$ cat src/rtl/s526p_interval_seq.sv
// Round-robin interval sequencer: a W-bit slot counter steps through the enabled
// channels, emitting a tick per completed slot, in one-shot or periodic mode.
module s526p_interval_seq #(
    parameter int unsigned W     = 8,
    parameter int unsigned N     = 4,
    parameter int unsigned DEPTH = 0
) (
    input  logic         CK,
    input  logic         RN,
    input  logic         START,
    input  logic         STOP,
    input  logic         MODE,
    input  logic [W-1:0] PERIOD,
    input  logic [N-1:0] CH_EN,
    output logic         TICK,
    output logic [N-1:0] ACT,
    output logic         BUSY,
    output logic         DONE,
    output logic [W-1:0] COUNT
);

    localparam int unsigned PW = (N > 1) ? $clog2(N) : 1;

    typedef enum logic [1:0] {
        S_IDLE,
        S_RUN,
        S_DONE
    } state_t;

    state_t         r_state;
    logic [W-1:0]   r_count;
    logic [W-1:0]   r_prd;
    logic           r_mode;
    logic [N-1:0]   r_mask;
    logic [PW-1:0]  r_ptr;
    logic           r_tick_i;
    logic [N-1:0]   r_act_i;

    logic [PW-1:0]  w_first;
    logic [PW-1:0]  w_next;
    logic [N-1:0]   w_ptr_oh;
    logic           w_wrap;
    logic           w_accept;
    logic           w_term;

    // Descending scans so the lowest qualifying bit is the one left standing.
    always_comb begin
        w_first = '0;
        for (int unsigned i = N; i > 0; i--) begin
            if (CH_EN[i-1]) w_first = PW'(i - 1);
        end
    end

    always_comb begin
        w_next = '0;
        for (int unsigned i = N; i > 0; i--) begin
            if (r_mask[i-1]) w_next = PW'(i - 1);
        end
        for (int unsigned i = N; i > 0; i--) begin
            if (r_mask[i-1] && (PW'(i - 1) > r_ptr)) w_next = PW'(i - 1);
        end
    end

    always_comb begin
        w_ptr_oh        = '0;
        w_ptr_oh[r_ptr] = 1'b1;
    end

    assign w_wrap   = (w_next <= r_ptr);
    assign w_accept = START && (PERIOD != '0) && (CH_EN != '0);
    assign w_term   = (r_count == (r_prd - 1'b1));

    always_ff @(posedge CK or negedge RN) begin
        if (!RN) begin
            r_state  <= S_IDLE;
            r_count  <= '0;
            r_prd    <= '0;
            r_mode   <= 1'b0;
            r_mask   <= '0;
            r_ptr    <= '0;
            r_tick_i <= 1'b0;
            r_act_i  <= '0;
        end else begin
            r_tick_i <= 1'b0;
            r_act_i  <= '0;
            case (r_state)
                S_IDLE: begin
                    if (w_accept) begin
                        r_prd   <= PERIOD;
                        r_mode  <= MODE;
                        r_mask  <= CH_EN;
                        r_ptr   <= w_first;
                        r_count <= '0;
                        r_state <= S_RUN;
                    end
                end
                S_RUN: begin
                    // An abort wins over a coinciding slot completion.
                    if (STOP) begin
                        r_count <= '0;
                        r_state <= S_IDLE;
                    end else if (w_term) begin
                        r_count  <= '0;
                        r_tick_i <= 1'b1;
                        r_act_i  <= w_ptr_oh;
                        r_ptr    <= w_next;
                        if (!r_mode && w_wrap) r_state <= S_DONE;
                    end else begin
                        r_count <= r_count + 1'b1;
                    end
                end
                S_DONE: r_state <= S_IDLE;
                default: r_state <= S_IDLE;
            endcase
        end
    end

    assign BUSY  = (r_state == S_RUN);
    assign DONE  = (r_state == S_DONE);
    assign COUNT = r_count;

    generate
        if (DEPTH == 0) begin : g_nopipe
            assign TICK = r_tick_i;
            assign ACT  = r_act_i;
        end else begin : g_pipe
            logic [DEPTH-1:0]        r_tick_pipe;
            logic [DEPTH-1:0][N-1:0] r_act_pipe;

            always_ff @(posedge CK or negedge RN) begin
                if (!RN) begin
                    r_tick_pipe <= '0;
                    r_act_pipe  <= '0;
                end else begin
                    r_tick_pipe[0] <= r_tick_i;
                    r_act_pipe[0]  <= r_act_i;
                    for (int unsigned i = 1; i < DEPTH; i++) begin
                        r_tick_pipe[i] <= r_tick_pipe[i-1];
                        r_act_pipe[i]  <= r_act_pipe[i-1];
                    end
                end
            end

            assign TICK = r_tick_pipe[DEPTH-1];
            assign ACT  = r_act_pipe[DEPTH-1];
        end
    endgenerate

endmodule

$ cat config.mk
export PLATFORM = sky130hd
export DESIGN_NAME = s526p_interval_seq
export DESIGN_NICKNAME = d
export VERILOG_FILES = /design/src/rtl/s526p_interval_seq.sv
export SDC_FILE = /design/constraint.sdc
export NUM_CORES = 1
export LEC_CHECK = 0
export BUFFER_PORTS_ARGS = -buffer_cell sky130_fd_sc_hd__buf_2
export CAP_MARGIN = 20
export CORE_MARGIN = 5
export CORE_UTILIZATION = 30
export CTS_CLUSTER_SIZE = 8
export DETAILED_ROUTE_END_ITERATION = 12
export PLACE_DENSITY = 0.58
export SLEW_MARGIN = 20
export SYNTH_ARGS = -nofsm -noshare
export SYNTH_HDL_FRONTEND = slang
export SYNTH_SLANG_ARGS = --single-unit
$ cat constraint.sdc
create_clock -name CK -period 2.2 [get_ports CK]
set_input_delay 0 -clock CK [delete_from_list [all_inputs] [get_ports CK]]
set_output_delay 0 -clock CK [all_outputs]
set_load 0.005 [all_outputs]
=== Word-level counts from Yosys, hierarchy flattened ===
Index checks and enable logic that the tools add are counted.

* Reduce and logical (&&, ||, !) cells: 17
* Add/sub/neg operators: 2
* Equal/unequal tests: 8
* Magnitude comparators: 7
* Muxes and demuxes: 33

{| class="wikitable"
|+ Operators with widths
! kind !! count
|-
| $mux W2 || 19
|-
| $mux W8 || 3
|-
| $pmux W8 S2 || 1
|-
| $mux W4 || 3
|-
| $add A8 B1 Y8 const B || 1
|-
| $eq A8 B8 Y1 || 1
|-
| $logic_and A1 B1 Y1 || 8
|-
| $pmux W2 S2 || 2
|-
| $reduce_bool A8 Y1 || 1
|-
| $sub A8 B1 Y8 const B || 1
|-
| $ne A3 B2 Y1 const B || 2
|-
| $gt A1 B2 Y1 const A || 2
|-
| $gt A2 B2 Y1 const A || 2
|-
| $mux W1 || 4
|-
| $ne A2 B2 Y1 const B || 2
|-
| $reduce_and A2 Y1 || 2
|-
| $reduce_and A4 Y1 || 1
|-
| $reduce_bool A4 Y1 || 1
|-
| $lt A2 B3 Y1 const B || 1
|-
| $reduce_and A3 Y1 || 1
|-
| $demux W1 S2 || 1
|-
| $eq A2 B1 Y1 const B || 1
|-
| $eq A2 B2 Y1 const B || 1
|-
| $ge A2 B1 Y1 const B || 1
|-
| 5 further kinds || 5
|}

* Logic and storage cells: 75
* Output and inout bits: 15
* Input bits: 17
* Register bits after elaboration: 30

=== Longest topological paths before layout ===
* Word-level depth: 14
* Depth in mapped cells: 11
* Depth with buffers taken out: 11

=== Worst setup path before layout ===
No wires, ideal clock.

* Path type: flip-flop to flip-flop
* Start point: reg r_prd[0]
* End point: reg r_ptr[0]
* Period minus slack after synthesis: 2.393 ns
* Data arrival time: 2.269 ns
* Path slack: -0.193 ns
* Data required time: 2.075 ns
* Setup time: 0.125 ns
* Buffers on the path: 0
* Stages on the path, launching flop included: 9
* Cell sequence: dfrtp_1 > inv_1 > ha_1 > or3b_1 > or4_1 > a32oi_1 > o211ai_1 > o21bai_1 > mux2_2

* Cells in the longest elaborated chain, start to end: 4

{| class="wikitable"
|+ Ends and longest elaborated chain
! item !! line !! text
|-
| start, declared || 32 || <nowiki>logic [W-1:0] r_prd;</nowiki>
|-
| start signal, assigned || 77 || <nowiki>r_prd <= '0;</nowiki>
|-
| start signal, assigned || 89 || <nowiki>r_prd <= PERIOD;</nowiki>
|-
| $sub A8 B1 Y8 || 71 || <nowiki>assign w_term = (r_count == (r_prd - 1'b1));</nowiki>
|-
| $eq A8 B8 Y1 || 71 ||
|-
| $ne A2 B1 Y1 (no source line) || n/a ||
|-
| $reduce_and A4 Y1 (no source line) || n/a ||
|-
| end signal, assigned || 92 || <nowiki>r_ptr <= w_first;</nowiki>
|-
| end signal, assigned || 106 || <nowiki>r_ptr <= w_next;</nowiki>
|-
| end, declared || 35 || <nowiki>logic [PW-1:0] r_ptr;</nowiki>
|}

No other way between the ends.
A chain may end at the register's enable or synchronous reset.

=== Worst setup path in the final report ===
* Start point: reg r_prd[0]
* End point: reg r_act_i[0] (netlist: ACT[0])

* Cells in the longest elaborated chain, start to end: 5

{| class="wikitable"
|+ Ends and longest elaborated chain
! item !! line !! text
|-
| $sub A8 B1 Y8 || 71 ||
|-
| $eq A8 B8 Y1 || 71 ||
|-
| $mux W4 || 102 || <nowiki>end else if (w_term) begin</nowiki>
|-
| $mux W4 || 99 || <nowiki>if (STOP) begin</nowiki>
|-
| $mux W4 || 86 || <nowiki>case (r_state)</nowiki>
|-
| end signal, assigned || 105 || <nowiki>r_act_i <= w_ptr_oh;</nowiki>
|-
| end, declared || 37 || <nowiki>logic [N-1:0] r_act_i;</nowiki>
|}

No other way between the ends.

==> metrics <==
RSZ-0062 raised after global routing yes; # H-tree levels 2; Ports 32; DIE WIDTH 84.4 µm; final wirelength 4330 µm; via/cell ratio 4.93; root buf cell clkbuf_8; status complete, but fails checks; final hold violations 0; CP endpoint kind flop; pre-CTS setup slack -0.178 ns; TritonCTS Buffers 5; final core utilization 45.8%; final antenna-violating net count 0; Worst-path clk slew 0.06 ns; Antenna diodes 0; PnR worst setup slack -0.173 ns; Top FF cell, synth dfrtp_1; drc violations 0; # clock sinks 30; TritonRoute pass-1 iters 4; cell count after synthesis 179; MaxCap Viol Count 0; CTS tree done; Final Power 2.73 mW; die area 7120 µm²; fin crit period 2.37 ns; largest net degree at the start of global routing 31; I/O Buffers 31; worst slew pin tran 0.684 ns; critical path class reg2reg; Max VDD drop 627 µV; final setup fails 13; fill cell count 524; Bufs on Longest Clock Path 2; fin cells 328; clk_skew 0.00706 ns; Worst-Skew Late Latency 0.28 ns; vias in the first global route 1595; Syn-to-layout area delta 50.2%; crit start category flop; Final nets 276; RD Place Congestion 0.802; DR WL/cell 13.2 µm; flop and latch count out of synthesis 30; vias 1617; Die Y 84.4 µm; synth warn 0; FFs w/ async S/R, synth 100%; EDFF count, synth 0; post-synthesis sequential area ratio 45.2%; GRT Total Usage 13.0%; Slew headroom 54.4%; initial antenna violation count 0; critical path peak fanout 5; average cell area after synthesis 9.27 µm²; Setup TNS -1.55 ns; Req. time, crit path 2.40 ns; core box area 5440 µm²; synthesized area 1660 µm²; Starting Density 30.5%; first-pass GRT wire length 7550 µm; Synth Net Count 200; initial detailed-routing violation count 108; Max Slew Vio Count 0; P per Cell Area 1100 nW/µm²; fmax 421 MHz; Critical Path AT 2.57 ns; share of layout cells above drive strength 1 41.0%; Rows 27; failing checks negative setup slack; Overflow after GRT 0; DPL Wire Length 3100 µm; placed cells 297; Tcrit/Tclk final 108%; Leakage Power 1.12 nW; Hold Crit Class in2reg; Distinct cells, synth 43
final timing paths:
check	start	to	slack, ns	cells after the start
setup / recovery	r_prd[0]	ACT[0]	-0.17	9
hold / removal	STOP	r_state[1]	0.06	3
setup reg to reg	r_prd[0]	ACT[0]	-0.17	9
hold reg to reg	r_mode	r_mode	0.51	1
max in group asynchronous	RN	r_prd[3]	1.45	2
min in group asynchronous	RN	COUNT[7]	0.31	2
sequential cells by signal (all words and copies together), names as in the netlist:
name	count
TICK	1
ACT	4
r_ptr	2
COUNT	8
r_mode	1
r_prd	8
r_mask	4
r_state	2
kinds of logic after synthesis:
group                    Yosys count  synth area share [%]
AO/OA/AOI/OAI                     43                  16.8
XOR/XNOR                           6                  3.17
adder cells (fa/ha/maj)            4                  3.02
buffers and inverters             21                  5.81
flip-flops                        30                  45.2
multiplexers                       9                  5.96
AND/OR/NAND/NOR                   66                  20.0
power breakdown:
part / internal, mW / switching, mW
clock: 0.252 / 0.198
combinational: 0.697 / 0.654
sequential: 0.718 / 0.210
total: 1.67 / 1.06
cell usage after synthesis (all sizes together) (2+ instances only):
master	number	area share (%)
nor2	9	2.0
o211ai	3	1.4
nand3	7	2.1
nand2	19	4.3
xnor2	2	1.1
o21ai	13	3.9
nor4	3	1.1
o21bai	2	0.90
nor3	12	3.6
dfrtp	30	45
or2	5	2.0
clkbuf	3	1.3
mux2	7	4.8
nand2b	2	0.75
a31oi	3	1.1
inv	17	3.8
xor2	4	2.1
mux2i	2	1.2
nor3b	2	0.90
ha	4	3.0
a21oi	8	2.4
o22ai	3	1.1
metrics by stage:
stage               area [µm²]  hold WS (ns)
finish                    2490        0.0569
floorplan                 1660        -0.296
global placement          2020        0.0776
global route              2490        0.0769
CTS                       2350        0.0525
detailed placement        2020        0.0799
cells in the final DEF (no fill, tap or decap), types with 3 or more instances in the layout:
cell and n:
a21oi_1 8, a31oi_4 3, buf_2 31, buf_4 25, buf_6 3, clkbuf_8 6
dfrtp_1 30, dlygate4sd3_1 14, ha_1 3, inv_1 13, inv_2 4, mux2_2 6
nand2_1 17, nand3_1 5, nor2_1 9, nor3_1 6, nor3_2 4, nor4_1 3
o211ai_1 3, o21ai_0 9, o21ai_2 4, o22ai_1 3, or2_2 4, xor2_1 4
routing by layer:
layer  routed length (µm)  GRT usage [%]  vias to the layer above
met5                    0              0                        -
met4                   23           2.59                        0
met3                  234           3.63                        4
met2                 1950           19.9                       38
met1                 2120           18.5                      766
li1                     -              -                      809
worst max-delay path, cell delays in order, from the launching register on:
cell	delay, ns
dfrtp_1	0.39
inv_2	0.08
ha_4	0.13
or3b_4	0.37
or4_4	0.41
a32oi_1	0.16
o211ai_1	0.16
buf_4	0.20
or2_4	0.29
nor3_4	0.11
area by class of cell:
| cell class | instances | area (µm²) | share of cell area, % |
|---|---|---|---|
| multi-input cells | 128 | 978 | 39.3 |
| clock inverters | 1 | 5.00 | 0.201 |
| repair buffers | 73 | 517 | 20.7 |
| clock buffers | 7 | 86.3 | 3.47 |
| inverters | 17 | 63.8 | 2.56 |
| well taps | 72 | 90.1 | 3.62 |
| flip-flops and latches | 30 | 751 | 30.1 |
what timing repair did:
item / in CTS / in global routing
endpoints found under the hold margin: 43 / 0
resized for setup: 17 / 26
pin swaps: 10 / 12
endpoints found under the setup margin: 15 / 17
setup buffers: 5 / 4
gates cloned: 1 / 0
hold buffers: 14 / 0
Power figures use the tool's default switching activity.
